<file path="config.mk">
export PLATFORM = sky130hd
export DESIGN_NAME = key_event_encoder
export DESIGN_NICKNAME = d
export VERILOG_FILES = /design/src/rtl/key_event_encoder.sv
export SDC_FILE = /design/constraint.sdc
export NUM_CORES = 1
export LEC_CHECK = 0
export BUFFER_PORTS_ARGS = -buffer_cell sky130_fd_sc_hd__buf_2
export CORE_MARGIN = 8
export CORE_UTILIZATION = 60
export DETAILED_ROUTE_END_ITERATION = 8
export GPL_ROUTABILITY_DRIVEN = 1
export PLACE_DENSITY = 0.78
export SYNTH_ARGS = -nofsm -noshare
export SYNTH_HDL_FRONTEND = slang
export SYNTH_SLANG_ARGS = --single-unit
</file>
<file path="constraint.sdc">
create_clock -name clk -period 3.78 [get_ports clk]
set_input_delay 0.378 -clock clk [delete_from_list [all_inputs] [get_ports clk]]
set_output_delay 0.378 -clock clk [all_outputs]
set_load 0.01 [all_outputs]
</file>
<file path="src/rtl/key_event_encoder.sv">
// Key/DIP switch front end: synchronise, debounce, encode single presses
// into kind/code/ASCII events and queue them behind a valid/ready FIFO.
module key_event_encoder #(
    parameter int TICK_DIV       = 5,
    parameter int DEBOUNCE_TICKS = 20,
    parameter int FIFO_DEPTH     = 4
) (
    input  logic        clk,
    input  logic        rst,
    input  logic [11:0] sw,
    input  logic [7:0]  dipsw,
    output logic        evt_valid,
    input  logic        evt_ready,
    output logic [1:0]  evt_kind,
    output logic [3:0]  evt_code,
    output logic [7:0]  evt_ascii,
    output logic        key_held,
    output logic        overflow
);

    localparam int NB   = 20;
    localparam int TW   = $clog2(TICK_DIV + 1);
    localparam int CW   = $clog2(DEBOUNCE_TICKS + 1);
    localparam int AW   = $clog2(FIFO_DEPTH);
    localparam int NW   = AW + 1;
    localparam int EW   = 14;
    localparam logic [EW-1:0] EVT_RST = {2'b00, 4'h0, 8'h20};

    typedef enum logic [1:0] {IDLE, EMIT, HELD, INVALID} state_t;

    function automatic logic [7:0] op_ascii(input int idx);
        logic [7:0] a;
        case (idx)
            0:       a = 8'h2B;
            1:       a = 8'h2D;
            2:       a = 8'hD7;
            3:       a = 8'h2F;
            4:       a = 8'hF7;
            5:       a = 8'h5E;
            6:       a = 8'h21;
            default: a = 8'h3D;
        endcase
        return a;
    endfunction

    // Vector layout is {sw[11:0], dipsw[7:0]}; caller guarantees one-hot.
    function automatic logic [EW-1:0] decode(input logic [NB-1:0] v);
        logic [EW-1:0] r;
        r = EVT_RST;
        for (int i = 0; i < 12; i++) begin
            if (v[8+i]) begin
                if (i >= 2) r = {2'b00, 4'(11 - i), 8'(48 + 11 - i)};
                else        r = {2'b10, 4'h0, 8'h20};
            end
        end
        for (int j = 0; j < 8; j++) begin
            if (v[j]) r = {2'b01, 4'(7 - j), op_ascii(7 - j)};
        end
        return r;
    endfunction

    logic [NB-1:0] sync1_q, sync2_q;
    logic [TW-1:0] tick_cnt_q, tick_cnt_d;
    logic [NB-1:0] cand_q, cand_d;
    logic [CW-1:0] cnt_q, cnt_d;
    logic [NB-1:0] stable_q, stable_d;
    logic          key_held_q, key_held_d;
    state_t        state_q, state_d;
    logic [NB-1:0] pend_q, pend_d;
    logic [AW-1:0] wr_ptr_q, wr_ptr_d, rd_ptr_q, rd_ptr_d;
    logic [NW-1:0] count_q, count_d;
    logic [EW-1:0] head_q, head_d;
    logic          overflow_q, overflow_d;
    logic [EW-1:0] mem_q [FIFO_DEPTH];

    logic          tick, one_hot, push, pop, full, wr_en;
    logic [EW-1:0] push_data;

    always_comb begin
        tick       = tick_cnt_q == TW'(TICK_DIV - 1);
        tick_cnt_d = tick ? '0 : tick_cnt_q + 1'b1;
        cand_d     = cand_q;
        cnt_d      = cnt_q;
        stable_d   = stable_q;
        if (tick) begin
            if (sync2_q == cand_q) begin
                if (cnt_q < CW'(DEBOUNCE_TICKS)) cnt_d = cnt_q + 1'b1;
            end else begin
                cand_d = sync2_q;
                cnt_d  = CW'(1);
            end
            if (cnt_d >= CW'(DEBOUNCE_TICKS) && cand_d != stable_q)
                stable_d = cand_d;
        end
        key_held_d = |stable_d;
    end

    assign one_hot = (stable_q != '0) && ((stable_q & (stable_q - 1'b1)) == '0);

    always_comb begin
        state_d = state_q;
        pend_d  = pend_q;
        unique case (state_q)
            IDLE: begin
                if (one_hot) begin
                    state_d = EMIT;
                    pend_d  = stable_q;
                end else if (stable_q != '0) begin
                    state_d = INVALID;
                end
            end
            EMIT:          state_d = HELD;
            HELD, INVALID: if (stable_q == '0) state_d = IDLE;
            default:       state_d = IDLE;
        endcase
    end

    always_comb begin
        push      = state_q == EMIT;
        push_data = decode(pend_q);
    end

    // Head register tracks the next FIFO head so outputs stay show-ahead
    // and hold the last popped entry once the FIFO drains.
    always_comb begin
        pop        = (count_q != '0) && evt_ready;
        full       = count_q == NW'(FIFO_DEPTH);
        wr_en      = push && (!full || pop);
        overflow_d = overflow_q | (push && full && !pop);
        wr_ptr_d   = wr_en ? wr_ptr_q + 1'b1 : wr_ptr_q;
        rd_ptr_d   = pop ? rd_ptr_q + 1'b1 : rd_ptr_q;
        count_d    = count_q;
        if (wr_en && !pop)      count_d = count_q + 1'b1;
        else if (!wr_en && pop) count_d = count_q - 1'b1;
        head_d = head_q;
        if (pop) begin
            if (count_q > NW'(1)) head_d = mem_q[rd_ptr_q + AW'(1)];
            else if (wr_en)      head_d = push_data;
        end else if (count_q == '0 && wr_en) begin
            head_d = push_data;
        end
    end

    always_ff @(posedge clk) begin
        if (rst) begin
            sync1_q    <= '0;
            sync2_q    <= '0;
            tick_cnt_q <= '0;
            cand_q     <= '0;
            cnt_q      <= '0;
            stable_q   <= '0;
            key_held_q <= 1'b0;
            state_q    <= IDLE;
            pend_q     <= '0;
            wr_ptr_q   <= '0;
            rd_ptr_q   <= '0;
            count_q    <= '0;
            head_q     <= EVT_RST;
            overflow_q <= 1'b0;
        end else begin
            sync1_q    <= {sw, dipsw};
            sync2_q    <= sync1_q;
            tick_cnt_q <= tick_cnt_d;
            cand_q     <= cand_d;
            cnt_q      <= cnt_d;
            stable_q   <= stable_d;
            key_held_q <= key_held_d;
            state_q    <= state_d;
            pend_q     <= pend_d;
            wr_ptr_q   <= wr_ptr_d;
            rd_ptr_q   <= rd_ptr_d;
            count_q    <= count_d;
            head_q     <= head_d;
            overflow_q <= overflow_d;
        end
    end

    always_ff @(posedge clk) begin
        if (!rst && wr_en) mem_q[wr_ptr_q] <= push_data;
    end

    assign evt_valid = count_q != '0;
    assign evt_kind  = head_q[13:12];
    assign evt_code  = head_q[11:8];
    assign evt_ascii = head_q[7:0];
    assign key_held  = key_held_q;
    assign overflow  = overflow_q;

endmodule

</file>
After elaboration in Yosys (flattened, before gate mapping)

Memories as Yosys holds them, arrays and structs flattened.
Index checks and enable logic that the tools add are counted.

Equality and inequality tests: 10
Add/subtract/negate cells: 7
Muxes and demuxes: 39
Order comparisons: 3
Bitwise operators: 2
Reduce and logical (&&, ||, !) cells: 29

Operator list:

| operator                                                              | count |
|---|---|
| 14-bit two-way mux                                                    | 24 |
| 20-bit two-way mux                                                    | 4 |
| 20-bit zero test                                                      | 2 |
| 20-bit AND                                                            | 1 |
| 20-bit equality test                                                  | 1 |
| 20-bit != test                                                        | 1 |
| 20-bit nonzero test                                                   | 1 |
| 20-bit OR reduction                                                   | 1 |
| 20-bit by 1-bit subtractor with 20-bit output (second input constant) | 1 |
| 5-bit two-way mux                                                     | 3 |
| 1-bit logical AND                                                     | 10 |
| 3-bit by 1-bit adder with 3-bit output (second input constant)        | 2 |
| 3-bit equality test (second input constant)                           | 2 |
| 2-bit two-way mux                                                     | 3 |
| 3-bit two-way mux                                                     | 2 |
| 2-bit one-hot mux with 3 select lines                                 | 1 |
| 2-bit AND reduction                                                   | 3 |
| 5-bit by 1-bit adder with 5-bit output (second input constant)        | 1 |
| 5-bit greater-or-equal comparator (second input constant)             | 1 |
| 5-bit < comparator (second input constant)                            | 1 |
| 2-bit by 1-bit adder with 2-bit output (second input constant)        | 2 |
| 2-bit equality test (second input constant)                           | 2 |
| 1-bit zero test                                                       | 4 |
| 2-bit nonzero test                                                    | 2 |
| 13 further kinds                                                      | 15 |

Bits in writable memories: 56
Output and inout port bits: 17
Input port bits: 23
Memories: 1
Flip-flop bits (word level): 133

Memories:

| memory | depth | bits a word | rd ports | clocked after memory_dff | write ports | line | RTL |
|---|---|---|---|---|---|---|---|
| mem_q  | 4     | 14          | 1        | 0                        | 1           | 74   | `logic [EW-1:0] mem_q [FIFO_DEPTH];` |

Depth between registers and ports, before layout

Word-level depth: 23
Mapped depth: 12
Depth with buffers taken out: 12

Worst setup path after synthesis

No wires, ideal clock.

Path kind: flip-flop to flip-flop
Start point: register stable_q[1]
End point: register pend_q[19]
Slack: 1494 ps
Required time: 3652 ps
Arrival time: 2158 ps
Cell stages (with the launch flop): 10
Period minus slack after synthesis: 2286 ps
Path through: dfxtp_1 > buf_6 > or3_4 > o32a_1 > a211oi_2 > o221ai_2 > nor4b_4 > buf_6 > mux2i_1 > nor2_1

Word-level cells in the longest chain between the ends: 5
Elaborated cells on any way between the ends: 6

Ends and longest elaborated chain:

| what                                          | line | RTL |
|---|---|---|
| from (decl)                                   | 66   | `logic [NB-1:0] stable_q, stable_d;` |
| from (signal assigned)                        | 166  | `stable_q <= stable_d;` |
| 20-bit by 1-bit subtractor with 20-bit output | 98   | `assign one_hot = (stable_q != '0) && ((stable_q & (stable_q - 1'b1)) == '0);` |
| 20-bit AND                                    | 98   |  |
| 20-bit zero test                              | 98   |  |
| 1-bit logical AND *                           | 98   |  |
| 2-bit AND reduction (no source line) *        | n/a  |  |
| to (signal assigned)                          | 169  | `pend_q <= pend_d;` |
| to (decl)                                     | 69   | `logic [NB-1:0] pend_q, pend_d;` |

Every way passes the cells marked *; elsewhere a longest branch is shown, timed or not.
A chain may end at the register's enable or synchronous reset.

Worst setup path in the final report

Start point: register count_q[0]
End point: register head_q[5]

Word-level cells in the longest chain between the ends: 7
Elaborated cells on any way between the ends: 14

Ends and longest elaborated chain:

| what                                                      | line     | RTL |
|---|---|---|
| from (decl)                                               | 71       | `logic [NW-1:0] count_q, count_d;` |
| from (signal assigned)                                    | 172      | `count_q <= count_d;` |
| 3-bit equality test or 3-bit nonzero test (tied branches) | 127, 126 |  |
| 1-bit zero test or 1-bit logical AND (tied branches)      | 128, 126 |  |
| 1-bit logical OR                                          | 128      | `wr_en = push && (!full \|\| pop);` |
| 1-bit logical AND                                         | 128      |  |
| 1-bit logical AND                                         | 139      | `end else if (count_q == '0 && wr_en) begin` |
| 2-bit nonzero test (no source line)                       | n/a      |  |
| 2-bit AND reduction (no source line)                      | n/a      |  |
| to (signal assigned)                                      | 158      | `head_q <= EVT_RST;` |
| to (signal assigned)                                      | 173      | `head_q <= head_d;` |
| to (decl)                                                 | 72       | `logic [EW-1:0] head_q, head_d;` |

Several ways; a longest one is shown, not always the timed one.

==> flow_summary.json <==
{
  "die-area_sq_mm": 0.01742,
  "final_util_pct": 67.39,
  "layoutNonFillerInstCount": 956,
  "drc": 0,
  "clock_power_share_pct": 38.0,
  "synth_area_sq_mm": 0.008074,
  "p_comb_share_pct": 13.7,
  "clkLatencyLatePin_ps": 420,
  "antenna_cells": 0,
  "synth_top_area_share_pct": 32.98,
  "synth_area_per_cell_sq_um": 10.81,
  "gp_congestion": 0.9491,
  "grt_pass1_vias": 5534,
  "root_buffer": "clkbuf_16",
  "grt_max_degree": 112,
  "post_cts_buffers": 0,
  "die_h_um": 132,
  "cts.clk_slew.worst_paths_ps": 70,
  "grt_overflow": 0,
  "worst_slack_ps": 1006,
  "drv_cap": 0,
  "ios": 40,
  "routed_wl_mm": 16.41,
  "pwr-share-seq_pct": 48.3,
  "arrival_ps": 3080,
  "synth_ff_type": "dfxtp_1",
  "yosysWarnings": 0,
  "irDropWorstVdd_mv": 0.3756,
  "synth_common_cells": "dfxtp_1 (133), nor2_1 (108), edfxtp_1 (56), mux2i_1 (55), nand2_1 (53)",
  "io_buffers": 39,
  "grt_pass1_wl_mm": 26.89,
  "setup_viol": 0,
  "syn2layout_area_growth_pct": 10.09,
  "synth_most_common_cell": "dfxtp_1",
  "p_leak_nw": 3.278,
  "cts_tree": "yes",
  "hold_viol_final": 0,
  "antenna_found_initial": 0,
  "ant_nets": 0,
  "tightest_slew_ps": 1073,
  "first_pass_iters": 6,
  "crit_fanout": 28,
  "synth_largest_area_cell": "dfxtp_1",
  "cts_max_path_buffers": 2,
  "wl_per_cell_um": 17.17,
  "die_w_um": 132,
  "hpwlAfterDp_mm": 10.96,
  "dp_cells": 924,
  "syn_nets": 783,
  "drt_first_iter_violations": 480,
  "nets": 803,
  "synth_cell_types": 58,
  "core_sq_mm": 0.01319,
  "async_reset_ff_share_pct": 0,
  "rsz0062_at_grt": "no",
  "grt_util_all_layers_pct": 18.82,
  "fin_crit_sh_pct": 73.38,
  "cts_hold_buf": 0,
  "status": "completed",
  "cts_resized": 0,
  "path_class": "flop to flop",
  "post-route-min-period_ps": 2774,
  "max-slew-margin-rel_pct": 28.43,
  "drive_gt1_share_pct": 13.33,
  "finClkSkew_ps": 7.847,
  "min_path_type": "primary input to flop",
  "row_count": 42,
  "cp.required_ps": 4090,
  "viasPerCell": 5.855,
  "h-tree-depth": 4,
  "initial_utilization_pct": 61.21,
  "place_ws_ps": 1080,
  "numCtsBuffers": 17,
  "ys_top_cells_by_area": "dfxtp_1 (33%), edfxtp_1 (21%), mux2i_1 (6.8%), nor2_1 (5.0%), mux4_2 (3.9%)",
  "tns_ps": 0,
  "synth_edf_count": 56,
  "finalMaxSlewViolations": 0,
  "cp-start-kind": "flop",
  "postSynthCellCount": 747,
  "vias": 5597,
  "clkSinkCount": 189,
  "switchingPower_mw": 1.223,
  "synth_seq_cells": 189,
  "max_freq_mhz": 360.5,
  "synth-seq-area-share_pct": 53.80,
  "p_int_mw": 3.523,
  "fillCellCount": 1002,
  "power_per_cell_area_mw_per_mm2": 534.0,
  "swShare_pct": 25.78,
  "worst_setup_path_end_kind": "flop"
}
[worst max-delay path, stage by stage, from the launching register on]
cell	delay (ps)
dfxtp_1	350
inv_1	90
ha_1	210
nand2_1	100
o21ai_1	360
ha_1	260
a21oi_1	90
o21ai_0	160
nand2_1	540
o21ai_0	390
nand2b_1	90
[registers in the layout, indices dropped and copies added, names as in the netlist, 2 cells and up]
register / flops
mem_q: 56
cand_q: 20
pend_q: 20
stable_q: 20
sync1_q: 20
sync2_q: 20
head_q: 14
cnt_q: 5
count_q: 3
tick_cnt_q: 3
rd_ptr_q: 2
state_q: 2
wr_ptr_q: 2
[power by group through the flow]
stage / sequential [mW] / clock, mW / combinational [mW]
3_3_place_gp: 2.33 / 0 / 0.613
6_report: 2.29 / 1.81 / 0.648
3_5_place_dp: 2.34 / 0 / 0.641
2_1_floorplan: 2.33 / 0 / 0.445
4_1_cts: 2.29 / 1.83 / 0.651
5_1_grt: 2.31 / 1.91 / 0.729
[cell families after synthesis]
group	synth area share, %
flops	53.80
compound gates	6.927
xor+xnor	4.881
mux	10.72
fa+ha+maj	2.402
simple gates	17.40
buf+inv	3.859
[cells in the final DEF (no fill, tap or decap), types with 3 or more instances in the layout]
master      count
o21ai_0        16
nor4_1         16
inv_1          15
nand3_1         7
nor2b_1        44
buf_4           7
a31oi_1         3
nand2b_1        4
xor2_1         24
nand4_1        10
clkbuf_16      17
nand2_1        53
o21bai_1        4
mux4_2         14
bufinv_16       3
nor3_1         16
a311oi_1       14
clkinvlp_4      4
ha_1           13
or2_2           6
buf_2          38
xnor2_1        21
edfxtp_1       56
mux2i_1        55
a21oi_1        26
dfxtp_1       133
nor3b_1         3
or4_1           3
and2_1          5
nor2_1        108
[final timing paths]
path,slack (ps),depth (start not counted),to,from
min,160,2,sync1_q[10],sw[2]
min reg2reg,440,1,sync2_q[19],sync1_q[19]
max reg2reg,1010,10,head_q[5],count_q[0]
max,1010,10,head_q[5],count_q[0]
[layer usage]
layer	up-vias	GRT usage (%)	wire (um)
li1	2659	-	-
met1	2692	21.96	7073
met2	195	31.87	7995
met3	51	4.230	820
met4	0	9.636	523
met5	-	0	0
[stage by stage]
stage	hold WS [ps]	cell area, sq um	power, mW
final	160.6	8889	4.746
after global routing	154.7	8889	4.945
after CTS	143.0	8889	4.775
after detailed placement	421.8	8282	2.979
after global placement	419.2	8282	2.943
after floorplan	413.8	8074	2.771
[area by class of cell]
cell class                      count  area, sq um  area share [%]
Clock buffer                       19        442.9           4.983
Clock inverter                     13        163.9           1.844
Inverter                           15        56.30          0.6334
Multi-Input combinational cell    499         3418           38.46
Sequential cell                   189         4344           48.87
Tap cell                          176        220.2           2.477
Timing Repair Buffer               45        242.7           2.731
No activity file was read; power rests on OpenSTA's default activity.
